`src/rtl/lcd_hd44780_ctrl.sv`:
```
// lcd_hd44780_ctrl
//   HD44780 character-LCD controller for the 4-bit bus. After reset it waits
//   for LCD power-up and runs the init sequence: three 0x3 nibbles, a 0x2
//   nibble, then the function-set, entry-mode, display-control and clear
//   bytes. After that it accepts command/data bytes over a valid/ready
//   handshake. Each byte goes out as two nibbles, each with an E strobe, and
//   is followed by a busy wait whose length depends on the command.
//
// Ports
//   Clock                   system clock, all logic on the rising edge
//   Reset                   synchronous, active-low reset
//   iData[7:0]              byte to write
//   iRS                     register select for iData (0 command, 1 data)
//   iValid                  request; a transfer happens when iValid && oReady
//   oReady                  idle and able to accept a byte
//   oInitDone               init sequence finished; held until reset
//   oLCD_Enabled            LCD E strobe
//   oLCD_RegisterSelect     LCD RS
//   oLCD_ReadWrite          LCD R/W, always write
//   oLCD_StrataFlashControl StrataFlash chip enable, always high (disabled)
//   oLCD_Data[3:0]          LCD DB[7:4]

module lcd_hd44780_ctrl #(
   parameter int unsigned T_POWERUP    = 750000,
   parameter int unsigned T_INIT1      = 205000,
   parameter int unsigned T_INIT2      = 5000,
   parameter int unsigned T_SETUP      = 2,
   parameter int unsigned T_EN_HIGH    = 12,
   parameter int unsigned T_NIBBLE_GAP = 50,
   parameter int unsigned T_CMD        = 2000,
   parameter int unsigned T_CLEAR      = 82000,
   parameter logic [7:0]  FUNC_SET     = 8'h28,
   parameter logic [7:0]  ENTRY_MODE   = 8'h06,
   parameter logic [7:0]  DISP_CTRL    = 8'h0C
) (
   input  logic       Clock,
   input  logic       Reset,
   input  logic [7:0] iData,
   input  logic       iRS,
   input  logic       iValid,
   output logic       oReady,
   output logic       oInitDone,
   output logic       oLCD_Enabled,
   output logic       oLCD_RegisterSelect,
   output logic       oLCD_ReadWrite,
   output logic       oLCD_StrataFlashControl,
   output logic [3:0] oLCD_Data
);

   // Init nibbles are carried in the upper half of byte_q so that the
   // shared nibble path always sends byte_q[7:4] first.
   localparam logic [7:0] InitNib3  = 8'h30;
   localparam logic [7:0] InitNib2  = 8'h20;
   localparam logic [7:0] ClearCmd  = 8'h01;
   localparam logic [2:0] LastNib   = 3'd3;
   localparam logic [2:0] FirstByte = 3'd4;
   localparam logic [2:0] LastByte  = 3'd7;

   typedef enum logic [3:0] {
      StPwrWait,
      StInitNib,
      StInitWait,
      StIdle,
      StSetup,
      StEnHi,
      StHold,
      StNibbleGap,
      StPostWait
   } state_e;

   state_e      state_q, state_d;
   logic [31:0] cnt_q, cnt_d;
   // Index of the current init item: 0..3 single nibbles, 4..7 bytes.
   logic [2:0]  step_q, step_d;
   logic [7:0]  byte_q, byte_d;
   logic        rs_q, rs_d;
   logic        lower_q, lower_d;
   // Set while sending a lone init nibble (no lower half, no post-wait).
   logic        single_q, single_d;
   logic        init_done_q, init_done_d;

   logic        e_q;
   logic        rs_out_q;
   logic [3:0]  data_q;

   logic [31:0] wait_len;
   logic        expired;
   logic        long_wait;
   logic [2:0]  step_inc;
   logic [7:0]  next_init_byte;
   logic        drive_bus;
   logic [3:0]  cur_nib;

   // Clear (0x01) and return-home (0x02/0x03) need the long busy wait.
   assign long_wait = !rs_q && (byte_q[7:2] == 6'd0) && (byte_q != 8'd0);

   always_comb begin
      wait_len = 32'd1;
      case (state_q)
         StPwrWait:   wait_len = T_POWERUP;
         StInitNib:   wait_len = T_SETUP;
         StSetup:     wait_len = T_SETUP;
         StEnHi:      wait_len = T_EN_HIGH;
         StHold:      wait_len = 32'd1;
         StNibbleGap: wait_len = T_NIBBLE_GAP;
         StInitWait: begin
            case (step_q)
               3'd0:    wait_len = T_INIT1;
               3'd1:    wait_len = T_INIT2;
               3'd2:    wait_len = T_INIT2;
               default: wait_len = T_CMD;
            endcase
         end
         StPostWait:  wait_len = long_wait ? T_CLEAR : T_CMD;
         default:     wait_len = 32'd1;
      endcase
   end

   // A wait of N cycles ends on the cycle the counter reads N-1.
   assign expired = (cnt_q == wait_len - 32'd1);

   always_comb begin
      step_inc = step_q + 3'd1;
      case (step_inc)
         3'd5:    next_init_byte = ENTRY_MODE;
         3'd6:    next_init_byte = DISP_CTRL;
         3'd7:    next_init_byte = ClearCmd;
         default: next_init_byte = FUNC_SET;
      endcase
   end

   always_comb begin
      state_d     = state_q;
      step_d      = step_q;
      byte_d      = byte_q;
      rs_d        = rs_q;
      lower_d     = lower_q;
      single_d    = single_q;
      init_done_d = init_done_q;

      case (state_q)
         StPwrWait: begin
            if (expired) begin
               state_d  = StInitNib;
               step_d   = 3'd0;
               byte_d   = InitNib3;
               rs_d     = 1'b0;
               lower_d  = 1'b0;
               single_d = 1'b1;
            end
         end
         StInitNib: begin
            if (expired) begin
               state_d = StEnHi;
            end
         end
         StInitWait: begin
            if (expired) begin
               step_d = step_inc;
               if (step_q == LastNib) begin
                  state_d  = StSetup;
                  byte_d   = FUNC_SET;
                  lower_d  = 1'b0;
                  single_d = 1'b0;
               end else begin
                  state_d = StInitNib;
                  byte_d  = (step_inc == LastNib) ? InitNib2 : InitNib3;
               end
            end
         end
         StIdle: begin
            if (iValid) begin
               state_d  = StSetup;
               byte_d   = iData;
               rs_d     = iRS;
               lower_d  = 1'b0;
               single_d = 1'b0;
            end
         end
         StSetup: begin
            if (expired) begin
               state_d = StEnHi;
            end
         end
         StEnHi: begin
            if (expired) begin
               state_d = StHold;
            end
         end
         StHold: begin
            if (single_q) begin
               state_d = StInitWait;
            end else if (!lower_q) begin
               state_d = StNibbleGap;
               lower_d = 1'b1;
            end else begin
               state_d = StPostWait;
            end
         end
         StNibbleGap: begin
            if (expired) begin
               state_d = StSetup;
            end
         end
         StPostWait: begin
            if (expired) begin
               if (init_done_q) begin
                  state_d = StIdle;
               end else if (step_q == LastByte) begin
                  state_d     = StIdle;
                  init_done_d = 1'b1;
               end else begin
                  state_d = StSetup;
                  step_d  = step_inc;
                  byte_d  = next_init_byte;
                  lower_d = 1'b0;
               end
            end
         end
         default: begin
            state_d     = StPwrWait;
            step_d      = 3'd0;
            init_done_d = 1'b0;
         end
      endcase

      cnt_d = (state_d != state_q) ? 32'd0 : cnt_q + 32'd1;
   end

   // Bus is driven only from setup through hold; zero in every wait/idle state.
   assign drive_bus = (state_q == StInitNib) || (state_q == StSetup) ||
                      (state_q == StEnHi) || (state_q == StHold);
   assign cur_nib   = lower_q ? byte_q[3:0] : byte_q[7:4];

   always_ff @(posedge Clock) begin
      if (!Reset) begin
         state_q     <= StPwrWait;
         cnt_q       <= 32'd0;
         step_q      <= 3'd0;
         byte_q      <= 8'd0;
         rs_q        <= 1'b0;
         lower_q     <= 1'b0;
         single_q    <= 1'b0;
         init_done_q <= 1'b0;
         e_q         <= 1'b0;
         rs_out_q    <= 1'b0;
         data_q      <= 4'd0;
      end else begin
         state_q     <= state_d;
         cnt_q       <= cnt_d;
         step_q      <= step_d;
         byte_q      <= byte_d;
         rs_q        <= rs_d;
         lower_q     <= lower_d;
         single_q    <= single_d;
         init_done_q <= init_done_d;
         // Pin registers follow the state one cycle later, all in lockstep,
         // so data/RS bracket E exactly as the state sequence does.
         e_q         <= (state_q == StEnHi);
         rs_out_q    <= drive_bus ? rs_q : 1'b0;
         data_q      <= drive_bus ? cur_nib : 4'd0;
      end
   end

   assign oReady                  = (state_q == StIdle);
   assign oInitDone               = init_done_q;
   assign oLCD_Enabled            = e_q;
   assign oLCD_RegisterSelect     = rs_out_q;
   assign oLCD_ReadWrite          = 1'b0;
   assign oLCD_StrataFlashControl = 1'b1;
   assign oLCD_Data               = data_q;

   // FirstByte documents where the byte steps start; kept for readability.
   logic unused_first_byte;
   assign unused_first_byte = ^FirstByte;

endmodule

```
`config.mk`:
```
export PLATFORM = sky130hd
export DESIGN_NAME = lcd_hd44780_ctrl
export DESIGN_NICKNAME = d
export VERILOG_FILES = /design/src/rtl/lcd_hd44780_ctrl.sv
export SDC_FILE = /design/constraint.sdc
export NUM_CORES = 1
export LEC_CHECK = 0
export ABC_AREA = 1
export CAP_MARGIN = 20
export CORE_MARGIN = 3
export CORE_UTILIZATION = 63
export CTS_BUF_LIST = sky130_fd_sc_hd__clkbuf_8
export CTS_CLUSTER_SIZE = 20
export DETAILED_ROUTE_END_ITERATION = 10
export PLACE_DENSITY_LB_ADDON = 0.08
export SLEW_MARGIN = 25
export SYNTH_ARGS = -nofsm -noshare
export SYNTH_HDL_FRONTEND = slang
export SYNTH_SLANG_ARGS = --single-unit
```
`constraint.sdc`:
```
create_clock -name Clock -period 3.55 [get_ports Clock]
set_input_delay 0.5325 -clock Clock [delete_from_list [all_inputs] [get_ports Clock]]
set_output_delay 0.5325 -clock Clock [all_outputs]
set_load 0.02 [all_outputs]
```
==> impl_metrics.csv <==
group,metric,value,unit
grt,antenna_found_initial,0,
synthesis,synth_mux_area_share,0,%
grt,grt-ovfl-total,0,
synthesis,yosysTopAreaCell,"dfxtp_1",
clock_tree,cts.sinks,57,
grt,grt_max_degree,33,
worst_setup_path,cp-end-kind,"flop",
worst_setup_path,rrSetupSlack,340,ps
drt,dr.pass1.iters,5,
worst_setup_path,worstPathRequired,3750,ps
status,outcome,"complete, no violations",
synthesis,synth-compound-area-share,9.26,%
synthesis,synth_cell_type_count,48,
sta,fin_skew,5.71,ps
synthesis,syn_nets,613,
clock_tree,cts_buffer_depth,2,
floorplan,fp.coreArea,6130,um^2
clock_tree,cts_tree,"done",
worst_setup_path,startpoint_type,"flop",
drt,via_per_inst,5.69,
synthesis,yosysSeqAreaShare,27.6,%
grt,grt_use_total,29.1,%
place,port_buffers,19,
pwr,leakage,1.79,nW
sta,fin_crit,3210,ps
clock_tree,cts_made_buffers,9,
synthesis,synth_edf_count,0,
drt,via_count,3930,
job,maxCapViolCount,0,
place,dp_slack,384,ps
drt,avgRoutedWirePerCell,14.7,um
synthesis,synth_fa_ha_area_share,2.42,%
sta,max-slew-margin-rel,47.6,%
cells_and_area,seqCellArea,1140,um^2
sta,finalMaxSlewViolations,0,
clock_tree,cts.clk_slew.worst_paths,70,ps
clock_tree,clk_latency,340,ps
sta,setup_tns,0,ps
worst_hold_path,holdCritPathClass,"reg2reg",
sta,post-route-period-util,90.4,%
sta,rsz0062_at_grt,"false",
pwr,p_per_area,287,nW/um^2
sta,fmax,0.312,GHz
synthesis,synth_top_area_share,27.6,%
cells_and_area,area_delta_synth_final,9.71,%
synthesis,synth-simple-area-share,41.8,%
cells_and_area,fill_cells,494,
floorplan,ios,22,
synthesis,avgSynthCellArea,6.97,um^2
drt,first_iter_violations,376,
cells_and_area,drive_above_1_share,17.9,%
synthesis,syn-cell-area,4140,um^2
floorplan,fp.dieW,87.0,um
floorplan,fp.dieH,87.0,um
synthesis,ys.flop_type,"dfxtp_1",
grt,first_global_vias,3735,
sta,finalHoldViolations,0,
cells_and_area,fin_nets,632,
clock_tree,postCtsSetupBuffers,0,
clock_tree,root_buffer,"clkbuf_8",
synthesis,synth_seq_cells,57,
sta,layout_setup_ws,341,ps
floorplan,num_rows,28,
sta,worst_pin_slew,779,ps
cells_and_area,antennaDiodeCount,0,
synthesis,synth.area.top_cells,"dfxtp_1 (28%), nand2_1 (11%), inv_1 (7.5%)",
drt,postRouteAntennaNets,0,
synthesis,synthXorXnorAreaFrac,6.78,%
place,gp_congestion,1.04,
floorplan,start_util,67.4,%
clock_tree,h-tree-depth,3,
worst_setup_path,worstSetupPathType,"reg2reg",
cells_and_area,final_cell_mix,"nand2_1 (120), inv_1 (83), nor2_1 (58)",
drt,drcViolationCount,0,
drt,routed_wl,10200,um
worst_setup_path,arrival,3410,ps
grt,grt_pass1_wl,17300,um
cells_and_area,multi_input_area,2500,um^2
sta,setup_viol,0,
synthesis,yosysWarnings,0,
worst_setup_path,path_max_fanout,32,
cells_and_area,layout_commonest_cell,"nand2_1",
synthesis,synth_top_family_by_area,"simple AND/OR/NAND/NOR gates",
place,dpl.hpwl,7470,um
floorplan,die_area,7570,um^2
synthesis,netlist_instances,593,
pwr,ir_drop,0.277,mV
synthesis,async_flop_share,0,%
layer usage:
metal	vias to the layer above	wire [um]	GRT usage, %
met2	184	4660	46.7
met3	31	878	7.19
met1	1769	4400	37.9
met5	-	0	0
li1	1946	-	-
met4	0	234	10.2
cell families after synthesis:
family,Yosys count
buf+inv,112
compound gates,58
other cells,2
flops,57
fa+ha+maj,8
xor+xnor,32
simple gates,324
per-stage QoR:
stage | hold slack (ps) | utilization [%] | instances | total power [mW] | instance area, um^2
final | 467 | 74.0 | 691 | 1.30 | 4540
after floorplan | 431 | - | 593 | 0.688 | 4140
after CTS | 460 | 74.0 | 691 | 1.31 | 4540
after global routing | 483 | 74.0 | 691 | 1.35 | 4540
after detailed placement | 447 | 70.8 | 676 | 0.707 | 4340
after global placement | 451 | 70.8 | 676 | 0.706 | 4340
critical path: stages (launching register included):
cell     delay, ps
dfxtp_1        390
inv_1          110
ha_1           230
nand2_1        160
inv_2           70
o21ai_2        230
xor2_1         230
nand4_1        140
nor2_2         270
nand3_4        180
nand2_1        120
nand2_1         60
nand2_1         70
nand3_1        110
nand2_1         80
nand2_1         90
nand2_4        420
nor3_1         100
area by class of cell:
cell class / instances / share of cell area (%)
Timing Repair Buffer: 24 / 5.30
Multi-Input combinational cell: 424 / 55.1
Tap cell: 75 / 2.07
Clock inverter: 5 / 1.24
Inverter: 96 / 8.11
Sequential cell: 57 / 25.2
Clock buffer: 10 / 3.03
sequential cells by signal (all words and copies together) (netlist names):
register and count:
single_q 1, oLCD_Enabled 1, lower_q 1, byte_q 8
rs_q 1, cnt_q 32, oLCD_Data 4, oInitDone 1
oLCD_RegisterSelect 1, step_q 3, state_q 4
cell usage after synthesis, types with 9 or more instances:
master / count
nor4_1: 11
dfxtp_1: 57
o21ai_0: 14
nand2_2: 9
nor2_1: 58
nand2_1: 120
xor2_1: 30
nor2_2: 11
nor3_1: 16
a21oi_1: 20
inv_1: 83
nand3_1: 36
nand4_1: 11
nor3_2: 31
inv_2: 12
where the power goes:
part	total, mW	leakage [nW]	switching (mW)	internal [mW]
combinational	0.0474	1.23	0.0261	0.0213
sequential	0.646	0.460	0.00356	0.642
clock	0.608	0.0981	0.270	0.338
repair_timing:
| item | 4_1_cts | 5_1_grt |
|---|---|---|
| resized for setup | 0 | 1 |
| hold buffers | 0 | 0 |
| endpoints found under the hold margin | 0 | 0 |
| endpoints found under the setup margin | 0 | 1 |
worst paths after layout:
kind / start / cells after the start / endpoint
worst max register to register: step_q[0] / 17 / cnt_q[1]
worst min-delay path: rs_q / 2 / oLCD_RegisterSelect
worst max-delay path: step_q[0] / 17 / cnt_q[1]
worst min register to register: rs_q / 2 / oLCD_RegisterSelect
Note: power is estimated with default switching activity, not from simulation.
